**config.mk**
```make
export PLATFORM = sky130hd
export DESIGN_NAME = ct_idu_rf_pipe2_launch
export DESIGN_NICKNAME = d
export VERILOG_FILES = /design/src/rtl/ct_idu_rf_pipe2_launch.sv
export SDC_FILE = /design/constraint.sdc
export NUM_CORES = 1
export LEC_CHECK = 0
export CAP_MARGIN = 20
export CORE_MARGIN = 5
export CORE_UTILIZATION = 50
export CTS_CLUSTER_DIAMETER = 50
export CTS_CLUSTER_SIZE = 40
export DETAILED_ROUTE_END_ITERATION = 10
export PLACE_DENSITY = 0.85
export SETUP_SLACK_MARGIN = 0.05
export SKIP_CTS_REPAIR_TIMING = 1
export SKIP_LAST_GASP = 1
export SYNTH_ARGS = -nofsm -noshare
export SYNTH_HDL_FRONTEND = slang
export SYNTH_SLANG_ARGS = --single-unit
```
**constraint.sdc**
```tcl
create_clock -name forever_cpuclk -period 3.19 [get_ports forever_cpuclk]
set_input_delay 0.638 -clock forever_cpuclk [delete_from_list [all_inputs] [get_ports forever_cpuclk]]
set_output_delay 0.638 -clock forever_cpuclk [all_outputs]
set_load 0.005 [all_outputs]
```
**src/rtl/ct_idu_rf_pipe2_launch.sv**
```systemverilog
// Pipe2 (BJU) RF-stage launch: issue -> RF entry -> decoder -> EX1 launch register, plus stall counter.
// Latency: issue accepted at edge N is visible on idu_bju_ex1_sel after edge N+1; one instruction per cycle.
// Backpressure: bju_idu_ex1_stall freezes EX1; RF holds one instruction and drops ready while EX1 is stalled.
module ct_idu_rf_pipe2_launch #(
    parameter int IID_W  = 7,
    parameter int DATA_W = 64,
    parameter int CNT_W  = 8
) (
    input  logic              forever_cpuclk,
    input  logic              cpurst_b,
    input  logic              rtu_yy_xx_flush,
    input  logic              is_rf_pipe2_inst_vld,
    input  logic [31:0]       is_rf_pipe2_opcode,
    input  logic [IID_W-1:0]  is_rf_pipe2_iid,
    input  logic [DATA_W-1:0] is_rf_pipe2_src0_data,
    input  logic [DATA_W-1:0] is_rf_pipe2_src1_data,
    output logic              rf_is_pipe2_ready,
    output logic [31:0]       pipe2_decd_opcode,
    input  logic [7:0]        pipe2_decd_func,
    input  logic [20:0]       pipe2_decd_offset,
    input  logic              bju_idu_ex1_stall,
    output logic              idu_bju_ex1_sel,
    output logic [7:0]        idu_bju_ex1_func,
    output logic [20:0]       idu_bju_ex1_offset,
    output logic [IID_W-1:0]  idu_bju_ex1_iid,
    output logic [DATA_W-1:0] idu_bju_ex1_src0,
    output logic [DATA_W-1:0] idu_bju_ex1_src1,
    output logic              idu_bju_ex1_inst_err,
    input  logic              hpcp_pipe2_cnt_clr,
    output logic [CNT_W-1:0]  idu_hpcp_pipe2_stall_cnt
);

    logic              rf_vld;
    logic              ex1_vld;
    logic [31:0]       rf_opcode;
    logic [IID_W-1:0]  rf_iid;
    logic [DATA_W-1:0] rf_src0;
    logic [DATA_W-1:0] rf_src1;
    logic [CNT_W-1:0]  stall_cnt;
    logic              ex1_adv;
    logic              accept;
    logic              launch;

    assign ex1_adv           = !ex1_vld || !bju_idu_ex1_stall;
    assign rf_is_pipe2_ready = !rf_vld || ex1_adv;
    assign accept            = is_rf_pipe2_inst_vld && rf_is_pipe2_ready && !rtu_yy_xx_flush;
    assign launch            = rf_vld && ex1_adv && !rtu_yy_xx_flush;

    always_ff @(posedge forever_cpuclk or negedge cpurst_b) begin
        if (!cpurst_b) begin
            rf_vld  <= 1'b0;
            ex1_vld <= 1'b0;
        end else begin
            // Accept outranks launch so a back-to-back stream keeps RF occupied.
            if (rtu_yy_xx_flush)
                rf_vld <= 1'b0;
            else if (accept)
                rf_vld <= 1'b1;
            else if (launch)
                rf_vld <= 1'b0;

            if (rtu_yy_xx_flush)
                ex1_vld <= 1'b0;
            else if (launch)
                ex1_vld <= 1'b1;
            else
                ex1_vld <= ex1_vld && bju_idu_ex1_stall;
        end
    end

    always_ff @(posedge forever_cpuclk or negedge cpurst_b) begin
        if (!cpurst_b) begin
            rf_opcode <= '0;
            rf_iid    <= '0;
            rf_src0   <= '0;
            rf_src1   <= '0;
        end else if (accept) begin
            rf_opcode <= is_rf_pipe2_opcode;
            rf_iid    <= is_rf_pipe2_iid;
            rf_src0   <= is_rf_pipe2_src0_data;
            rf_src1   <= is_rf_pipe2_src1_data;
        end
    end

    assign pipe2_decd_opcode = rf_opcode;

    always_ff @(posedge forever_cpuclk or negedge cpurst_b) begin
        if (!cpurst_b) begin
            idu_bju_ex1_func     <= '0;
            idu_bju_ex1_offset   <= '0;
            idu_bju_ex1_iid      <= '0;
            idu_bju_ex1_src0     <= '0;
            idu_bju_ex1_src1     <= '0;
            idu_bju_ex1_inst_err <= 1'b0;
        end else if (launch) begin
            idu_bju_ex1_func     <= pipe2_decd_func;
            idu_bju_ex1_offset   <= pipe2_decd_offset;
            idu_bju_ex1_iid      <= rf_iid;
            idu_bju_ex1_src0     <= rf_src0;
            idu_bju_ex1_src1     <= rf_src1;
            idu_bju_ex1_inst_err <= (pipe2_decd_func == 8'h00);
        end
    end

    assign idu_bju_ex1_sel = ex1_vld;

    // Clear wins over increment; the count sticks at all-ones and survives flush.
    always_ff @(posedge forever_cpuclk or negedge cpurst_b) begin
        if (!cpurst_b)
            stall_cnt <= '0;
        else if (hpcp_pipe2_cnt_clr)
            stall_cnt <= '0;
        else if (ex1_vld && bju_idu_ex1_stall && (stall_cnt != {CNT_W{1'b1}}))
            stall_cnt <= stall_cnt + {{(CNT_W-1){1'b0}}, 1'b1};
    end

    assign idu_hpcp_pipe2_stall_cnt = stall_cnt;

endmodule

```
== Word-level counts from Yosys, hierarchy flattened ==
Cells that the tools add are included.
Word-level totals
  output and inout bits: 207
  logic and storage cells: 37
  flip-flop bits (word level): 342
  bits of input ports: 202
Cells by class
  equality and inequality tests: 1
  reduce and logical (&&, ||, !) cells: 15
  muxes and demuxes: 7
  $add $sub $neg: 1
Operators with widths (number)
  $mux W8: 2
  $add A8 B1 Y8 const B: 1
  $logic_not A8 Y1: 1
  $ne A8 B8 Y1 const B: 1
  $logic_and A1 B1 Y1: 6
  $mux W1: 5
  $logic_not A1 Y1: 4
  $reduce_bool A3 Y1: 1
  $logic_or A1 B1 Y1: 2
  $reduce_bool A2 Y1: 1

== Logic depth before layout (Yosys ltp) ==
  word-level depth: 7
  depth in mapped cells: 8
  gate-level depth less buffers: 5

== Worst setup path before layout ==
No wires, ideal clock.
  path type: input to register
  from: input port bju_idu_ex1_stall
  to: register idu_bju_ex1_src0[0]
  data arrival time: 1953 ps
  buffers on the path: 4
  setup slack: 1112 ps
  setup time: 125 ps
  stages on the path: 7
  cells stage by stage: and2_1 buf_6 or3b_1 buf_2 buf_8 buf_8 mux2_4
On the way
  longest elaborated chain between the ends: 4
RTL lines
  start: declaration: line 21  | input logic bju_idu_ex1_stall,
  $logic_not A1 Y1: line 44  | assign ex1_adv = !ex1_vld || !bju_idu_ex1_stall;
  $logic_or A1 B1 Y1: line 44
  $logic_and A1 B1 Y1 (2 in a row): line 47  | assign launch = rf_vld && ex1_adv && !rtu_yy_xx_flush;
  end signal: assignment: line 99  | idu_bju_ex1_src0 <= rf_src0;
  end: declaration: line 26  | output logic [DATA_W-1:0] idu_bju_ex1_src0,
No other way between the ends.
A chain may end at the register's enable or synchronous reset.

== Worst setup path in the final report ==
  from: input port bju_idu_ex1_stall
  to: output port rf_is_pipe2_ready
On the way
  longest elaborated chain between the ends: 3
RTL lines
  $logic_not A1 Y1: line 44
  $logic_or A1 B1 Y1: line 44
  $logic_or A1 B1 Y1: line 45  | assign rf_is_pipe2_ready = !rf_vld || ex1_adv;
  end: declaration: line 17  | output logic rf_is_pipe2_ready,
No other way between the ends.

==> results.toml <==
[setup_path]
cp_cell_sequence = "clkdlybuf4s50_1 > and2_1 > nand2_1 > clkdlybuf4s50_1"
r2r_setup_slack_ns = 1.19
cpMostUsedCell = "clkdlybuf4s50_1"
r2r-end = "idu_bju_ex1_src0[16]"
cp.required_ns = 2.55
worstSetupStartpointType = "input port"
path_class = "input port to primary output"
arrival_ns = 2.00
cp_slowest_cell = "clkdlybuf4s50_1"
setup.worst_path.end_class = "primary output"
critical-path-max-stage-delay_ns = 0.52
worst-path-max-fanout = 9
reg2reg_depth = 5
reg2reg_from = "idu_bju_ex1_sel"

[place]
numPortBuffers = 408
dpl.hpwl_mm = 23.1
gp_congestion = 0.780
dpl.cell_count = 1491

[global_routing]
track_usage_pct = 21.3
grt_pass1_vias = 8999
grt_overflow = 0
grt_pass1_wl_mm = 52.1
antenna_found_initial = 0
grt_max_degree = 91

[detailed_routing]
ant_nets = 0
drc = 0
first_pass_iters = 4
viasPerCell = 5.17
drtIter0Drc = 342
detail_route.wirelength_mm = 32.6
post_drt_wl_per_cell_um = 21.1
vias = 8002

[synthesis]
ys_seq_elements = 342
syn_avg_cell_area_um2 = 17.7
synth_nets = 963
syn_area_um2 = 13400
syn_inst = 760
synth_seq_area_share_pct = 63.8
synth_warnings = 0
yosysUniqueCellTypes = 31

[clock_network]
clock-sinks = 342
clock_path_buffers = 3
clk_latency_ns = 0.57
clockRootBuffer = "clkbuf_16"
cts_buffers = 31
cts_tree = "done"
cts_max_level = 1
path_clk_slew_ns = 0.07

[power]
ir_worst_vdd_mv = 0.536
leakage_nw = 8.53
p_per_area_nw_per_um2 = 686

[timing]
worstMarginPinSlew_ns = 0.720
final_hold_viol_count = 0
slew_headroom_pct = 52.0
max_freq_mhz = 379
tns_ns = 0
rsz0062_at_grt = "no"
finalClockSkew_ns = 0.0206
slew_viol_final = 0
fin_crit_ns = 2.64
setup_viol = 0
fin_crit_sh_pct = 82.7

[finish]
diodes = 0
final_cells = 1548
drive_gt1_share_pct = 34.1
area_delta_synth_final_pct = 41.6
final_nets = 1386
fillCellCount = 1706
final_cell_mix = "clkdlybuf4s50_1 (407), dfrtp_1 (342), mux2_2 (193)"
final_common_cell = "clkdlybuf4s50_1"

[run_status]
status = "complete, no violations"

[floorplanning]
fp.dieH_um = 174
fp.dieW_um = 174
boundaryPins = 409
initial_core_util_pct = 50.2
rows = 60
core_um2 = 26700
dieArea_um2 = 30200

[min_path]
worstHoldPathType = "input port to async pin"

[flow_run]
drv_cap = 0
-- where the power goes --
group | internal, mW | total, mW | switching [mW] | leakage [nW]
registers | 5.26 | 5.80 | 0.549 | 4.06
clock network | 2.09 | 3.99 | 1.89 | 0.551
logic | 2.32 | 3.24 | 0.921 | 3.91
-- cell usage after synthesis --
cell type    n  share of area (%)
nor3_1       3               0.11
nand3_1      1              0.037
nand3b_1     1              0.056
buf_6        6               0.50
nor2b_1      1              0.047
o21ai_0      3               0.11
mux2_4     138                 15
dfrtp_1    342                 64
and4_1       2               0.13
xor2_1       1              0.065
nand4_1      1              0.047
mux2_2     193                 16
a31oi_1      1              0.047
ha_1         1              0.093
nand2_1      8               0.22
and3_1       3               0.14
buf_8       11                1.2
a21oi_1      6               0.22
clkbuf_1     1              0.028
o31ai_1      1              0.056
nor2_1       6               0.17
a311oi_1     1              0.065
buf_2       20               0.75
and2_1       1              0.047
or3_1        1              0.047
buf_1        1              0.028
or4_1        1              0.056
nor4_1       2              0.093
a211oi_1     1              0.056
or3b_1       1              0.065
mux2i_1      1              0.075
-- critical path: cells and delay by family --
family | cells | cell delay (ns)
and+or+nand+nor | 2 | 0.39
buffers and inverters | 2 | 0.97
-- cell families (layout without fill, tap and decap cells) --
family / Yosys count / after routing / synth area share [%]
xor+xnor: 1 / 1 / 0.0653
buf+inv: 39 / 486 / 2.54
compound gates: 13 / 13 / 0.559
mux: 332 / 332 / 31.7
flops: 342 / 342 / 63.8
simple gates: 32 / 32 / 1.27
fa+ha+maj: 1 / 1 / 0.0932
-- state kept, by name, summed over array words and instances (netlist names) --
name and count:
idu_hpcp_pipe2_stall_cnt 8, rf_src0 64, pipe2_decd_opcode 32, idu_bju_ex1_func 8
rf_iid 7, idu_bju_ex1_src1 64, idu_bju_ex1_inst_err 1, idu_bju_ex1_sel 1
rf_src1 64, idu_bju_ex1_iid 7, idu_bju_ex1_offset 21, idu_bju_ex1_src0 64
rf_vld 1
-- worst max path at each step --
| stage | to | from | depth (start not counted) |
|---|---|---|---|
| finish | rf_is_pipe2_ready | bju_idu_ex1_stall | 4 |
| global placement | pipe2_decd_opcode[1] | bju_idu_ex1_stall | 6 |
| CTS | rf_is_pipe2_ready | bju_idu_ex1_stall | 4 |
| global route | rf_is_pipe2_ready | bju_idu_ex1_stall | 4 |
| floorplan | idu_bju_ex1_src0[0] | bju_idu_ex1_stall | 7 |
| detailed placement | rf_src0[16] | bju_idu_ex1_stall | 6 |
-- metrics by stage --
stage | total power, mW | util (%) | hold slack, ns | worst slack, ns | area, um^2
finish | 13.0 | 71.1 | 0.0916 | 0.553 | 19000
global route | 13.6 | 71.1 | 0.131 | 0.522 | 19000
CTS | 13.2 | 71.1 | 0.104 | 0.547 | 19000
detailed placement | 9.13 | 66.9 | 0.483 | 0.461 | 17900
global placement | 9.00 | 66.9 | 0.468 | 0.512 | 17900
floorplan | 7.05 | - | 0.342 | 1.11 | 13400
-- layer usage --
layer | global-route usage, % | vias to the layer above | part of all wire [%]
met2 | 36.9 | 308 | 50
met1 | 26.4 | 4081 | 39
met3 | 6.22 | 66 | 7.8
met4 | 5.67 | 0 | 2.9
met5 | 0 | - | 0
li1 | - | 3547 | -
-- final cells by class --
| cell class | count | area (um^2) | share of cell area, % |
|---|---|---|---|
| clock buffer | 31 | 776 | 4.08 |
| sequential | 342 | 8560 | 45.0 |
| clock inverter | 26 | 364 | 1.92 |
| tap | 341 | 427 | 2.24 |
| multi-input combinational | 379 | 4520 | 23.8 |
| timing repair buffer | 429 | 4360 | 22.9 |
Note: power is estimated with default switching activity, not from simulation.
